`config.mk`:
```
export PLATFORM = sky130hd
export DESIGN_NAME = sync_timing_gen
export DESIGN_NICKNAME = d
export VERILOG_FILES = /design/src/rtl/sync_timing_gen_pkg.sv /design/src/rtl/tc_counter.sv /design/src/rtl/sync_timing_gen.sv
export SDC_FILE = /design/constraint.sdc
export NUM_CORES = 1
export LEC_CHECK = 0
export CAP_MARGIN = 20
export CORE_UTILIZATION = 45
export CTS_CLUSTER_SIZE = 40
export DETAILED_ROUTE_END_ITERATION = 8
export GPL_ROUTABILITY_DRIVEN = 1
export HOLD_SLACK_MARGIN = 0.15
export PLACE_DENSITY = 0.8
export SYNTH_ARGS = -nofsm -noshare
export SYNTH_HDL_FRONTEND = slang
export SYNTH_SLANG_ARGS = --single-unit
```
`constraint.sdc`:
```
create_clock -name cp -period 6.5 [get_ports cp]
set_input_delay 0.975 -clock cp [delete_from_list [all_inputs] [get_ports cp]]
set_output_delay 0.975 -clock cp [all_outputs]
set_load 0.005 [all_outputs]
```
`src/rtl/sync_timing_gen_pkg.sv`:
```
// sync_timing_gen_pkg: shared video timing constants and window helper for the sync generator.
package sync_timing_gen_pkg;

    localparam int POS_W        = 9;
    localparam int PAL_H_TOTAL  = 228;
    localparam int PAL_V_TOTAL  = 312;
    localparam int PAL_FS_LINES = 32;
    localparam int NTSC_H_TOTAL = 228;
    localparam int NTSC_V_TOTAL = 262;

    // One extra bit keeps lo+len from overflowing when the window ends at 512.
    function automatic logic in_window(input logic [POS_W-1:0] v, input logic [POS_W:0] lo, input logic [POS_W:0] len);
        return ({1'b0, v} >= lo) && ({1'b0, v} < lo + len);
    endfunction

endpackage

```
`src/rtl/tc_counter.sv`:
```
// tc_counter: mod-N up-counter with clock enable, async reset and terminal-count flag.
module tc_counter #(
    parameter int N = 228,
    parameter int W = 9
) (
    input  logic         cp,
    input  logic         mr,
    input  logic         ce,
    output logic [W-1:0] q,
    output logic [W-1:0] nxt,
    output logic         tc
);

    assign tc  = q == W'(N - 1);
    assign nxt = ce ? (tc ? '0 : q + 1'b1) : q;

    always_ff @(posedge cp or posedge mr)
        if (mr) q <= '0;
        else    q <= nxt;

endmodule

```
`src/rtl/sync_timing_gen.sv`:
```
// sync_timing_gen: active-low hsync/field-sync strobes, beam position and display enable.
// All strobes are registered from the next beam position so they line up with x/y.
module sync_timing_gen
    import sync_timing_gen_pkg::*;
#(
    parameter int H_TOTAL        = PAL_H_TOTAL,
    parameter int H_SYNC         = 17,
    parameter int H_ACTIVE_START = 40,
    parameter int H_ACTIVE_LEN   = 128,
    parameter int V_TOTAL        = PAL_V_TOTAL,
    parameter int V_ACTIVE_START = 38,
    parameter int V_ACTIVE_LEN   = 192,
    parameter int FS_LINES       = PAL_FS_LINES
) (
    input  logic             cp,
    input  logic             mr,
    input  logic             ce,
    output logic             hsb,
    output logic             fsb,
    output logic             de,
    output logic [POS_W-1:0] x,
    output logic [POS_W-1:0] y,
    output logic             sof
);

    localparam logic [POS_W-1:0] HS   = POS_W'(H_SYNC);
    localparam logic [POS_W-1:0] FS0  = POS_W'(V_TOTAL - FS_LINES);
    localparam logic [POS_W:0]   HA0  = (POS_W+1)'(H_ACTIVE_START);
    localparam logic [POS_W:0]   HAL  = (POS_W+1)'(H_ACTIVE_LEN);
    localparam logic [POS_W:0]   VA0  = (POS_W+1)'(V_ACTIVE_START);
    localparam logic [POS_W:0]   VAL  = (POS_W+1)'(V_ACTIVE_LEN);

    if (!(H_TOTAL <= 512 && H_SYNC < H_ACTIVE_START && H_ACTIVE_START + H_ACTIVE_LEN <= H_TOTAL &&
          V_ACTIVE_START + V_ACTIVE_LEN <= V_TOTAL - FS_LINES && FS_LINES >= 25)) begin : g_bad_params
        $fatal(1, "sync_timing_gen: inconsistent timing parameters");
    end

    logic             primed, run, x_tc, y_tc;
    logic [POS_W-1:0] nx, ny;

    // The first enabled edge after reset presents (0,0) without advancing the counters.
    assign run = ce & ~primed;

    tc_counter #(.N(H_TOTAL), .W(POS_W)) u_x (
        .cp(cp), .mr(mr), .ce(run), .q(x), .nxt(nx), .tc(x_tc)
    );

    tc_counter #(.N(V_TOTAL), .W(POS_W)) u_y (
        .cp(cp), .mr(mr), .ce(run & x_tc), .q(y), .nxt(ny), .tc(y_tc)
    );

    always_ff @(posedge cp or posedge mr)
        if (mr) begin
            primed <= 1'b1;
            hsb    <= 1'b1;
            fsb    <= 1'b1;
            de     <= 1'b0;
            sof    <= 1'b0;
        end else if (ce) begin
            primed <= 1'b0;
            hsb    <= nx >= HS;
            fsb    <= (nx == '0) ? ny < FS0 : fsb;
            de     <= in_window(nx, HA0, HAL) && in_window(ny, VA0, VAL);
            sof    <= primed | (x_tc & y_tc);
        end

endmodule

```
==> metrics.yaml <==
synth_compound_area_frac: 0.1671
crit_path_start_kind: "input port"
synth-edff-count: 0
timing.rr.end: "fsb"
clk_latency_ps: 320
synth_cell_types: 50
cts_max_level: 1
path_clk_slew_ps: 120
drc: 0
max_freq_mhz: 278.1
grt_pass1_vias: 1183
grt_max_degree: 24
finalSetupTns_ps: 0
drive_above_1_share: 0.1272
wl_met1_mm: 1.496
drtIter0Drc: 59
outcome: "finished clean"
grt_antenna_before_repair: 0
rsz0062_at_grt: "false"
drt_first_pass_iters: 4
clockRootBuffer: "clkbuf_4"
synth_top_flop_cell: "dfrtp_1"
initial_core_util: 0.4698
slew_headroom: 0.4083
cts_hold_buf: 0
final_common_cell: "clkdlybuf4s50_1"
crit-reg2reg-launch: "u_x.q[0]"
netlist_area_um2: 1423
rows: 20
final_util: 0.5595
dieArea_um2: 3390
ctsResizeCount: 0
endpoint_kind: "flop"
fp.dieW_um: 58.23
hold_viol: 0
design.portCount: 25
place.gp.congestion: 0.9041
cts_tree: "yes"
hp-class: "reg2reg"
required_ps: 6750
cts_buffers: 3
n_antenna_cell: 0
synthCells: 151
wl_met2_mm: 1.708
ant_nets: 0
worstHoldEndpoint: "de"
total_power_uw: 402.9
yosysWarnings: 0
powerDensity_nw_per_um2: 237.8
final-max-slew-violation-count: 0
crit_type: "in2reg"
finalCritPeriodShare: 0.5531
synth_area_per_cell_um2: 9.421
mostFrequentLayoutCells: "24 x clkdlybuf4s50_1, 20 x dfrtp_1, 12 x nand2_1, 12 x nor3_1, 12 x nor2_1"
r2r_cells: 7
synth-seq-cells: 23
clock-sinks: 23
min_path_cells: 1
clk_path_buf_depth: 2
post-cts-setup-buffers: 0
synth_fa_ha_area_frac: 0.01759
highest_layer: "met4"
arrival_ps: 3850
ys_async_sr_fraction: 1.000
max_slew.worst_pin.slew_ps: 886.6
grt_util_all_layers: 0.2191
synth_xor_area_frac: 0.04310
ir_drop_mv: 0.1516
wirelength_mm: 3.394
route.met3.wl_um: 163
synthSimpleGateAreaFrac: 0.2753
min_from: "de"
synth_mux_area_frac: 0.03078
grt-ovfl-total: 0
nFillCells: 272
grt_pass1_wl_mm: 5.685
syn2layout_area_growth_pct: 19.09
cp_max_fo: 9
core-area_um2: 3028
leakage_uw: 0.0007032
layout.nets: 179
synth_seq_area_share: 0.4072
drv_cap: 0
finalSetupViolCount: 0
syn_nets: 156
final.min_clock_period_ps: 3595
dr_total_vias: 1241
avgViaCountPerCell: 5.719
hpwl_mm: 2.497
io_buffers: 24
synth_top_family_by_area: "simple AND/OR/NAND/NOR gates"
dieHeight_um: 58.23
routedWlPerCell_um: 15.64
rrSetupSlack_ps: 3330
fin_skew_ps: 10.05
state kept, by name, summed over array words and instances, names as in the netlist:
name and cells:
de 1, fsb 1, hsb 1, primed 1, sof 1, u_x.q 9
u_y.q 9
logic make-up (layout without fill, tap and decap cells):
kind of cell / Yosys count / in the layout
flops: 23 / 23
buf+inv: 15 / 37
xor+xnor: 7 / 7
mux: 4 / 4
fa+ha+maj: 2 / 2
simple gates: 67 / 67
compound gates: 33 / 33
per-layer routing:
layer | vias to the layer above | global-route usage
li1 | 591 | -
met5 | - | 0
met2 | 51 | 0.3629
met3 | 4 | 0.03125
met4 | 0 | 0.06463
met1 | 595 | 0.2983
critical path: stages:
cell             delay (ps)
clkdlybuf4s50_1         610
nand2b_1                220
nor4_2                  730
a21oi_1                 140
or4_4                   590
a211oi_2                230
mux2_2                  360
layout make-up:
cell class	instances	area (um^2)	share of cell area
clock buffer	4	26.28	0.01551
timing repair buffer	24	240.2	0.1418
tap	44	55.05	0.03250
inverter	9	33.78	0.01994
sequential	23	579.3	0.3420
multi-input combinational	113	759.5	0.4483
stage by stage:
stage               setup slack, ps  hold slack [ps]  area, um^2  instances
floorplan                      3370            478.3        1423        151
global placement               2720            478.7        1668        213
detailed placement             2597            481.8        1668        213
CTS                            2931            514.0        1694        217
global route                   2760            534.8        1694        217
finish                         2905            512.3        1694        217
Yosys cell counts (4+ instances only):
master    n  area [um^2]
nand2_1  12        45.04
o21ai_0   7        35.03
inv_1     9        33.78
nor2_1   12        45.04
nand3_1   5        25.02
xnor2_1   4        35.03
a31oi_1   4        25.02
nor3_1   12        60.06
dfrtp_1  20        500.5
nor2b_1   4        25.02
a21oi_1   6        30.03
nand4_1   5        31.28
power by group:
group	total (uW)	internal [uW]	switching [uW]
Sequential	205	167	38.1
Clock	68.6	24.0	44.5
Combinational	129	76.7	52.3
Total	403	268	135
how the worst max path moves through the flow:
stage / from / end / slack [ps] / depth (start not counted)
2_1_floorplan: ce / fsb / 3370 / 9
3_3_place_gp: ce / fsb / 2720 / 8
3_5_place_dp: ce / fsb / 2600 / 7
4_1_cts: ce / fsb / 2930 / 7
5_1_grt: ce / fsb / 2760 / 7
6_report: ce / fsb / 2900 / 7
Note: power is estimated with default switching activity, not from simulation.
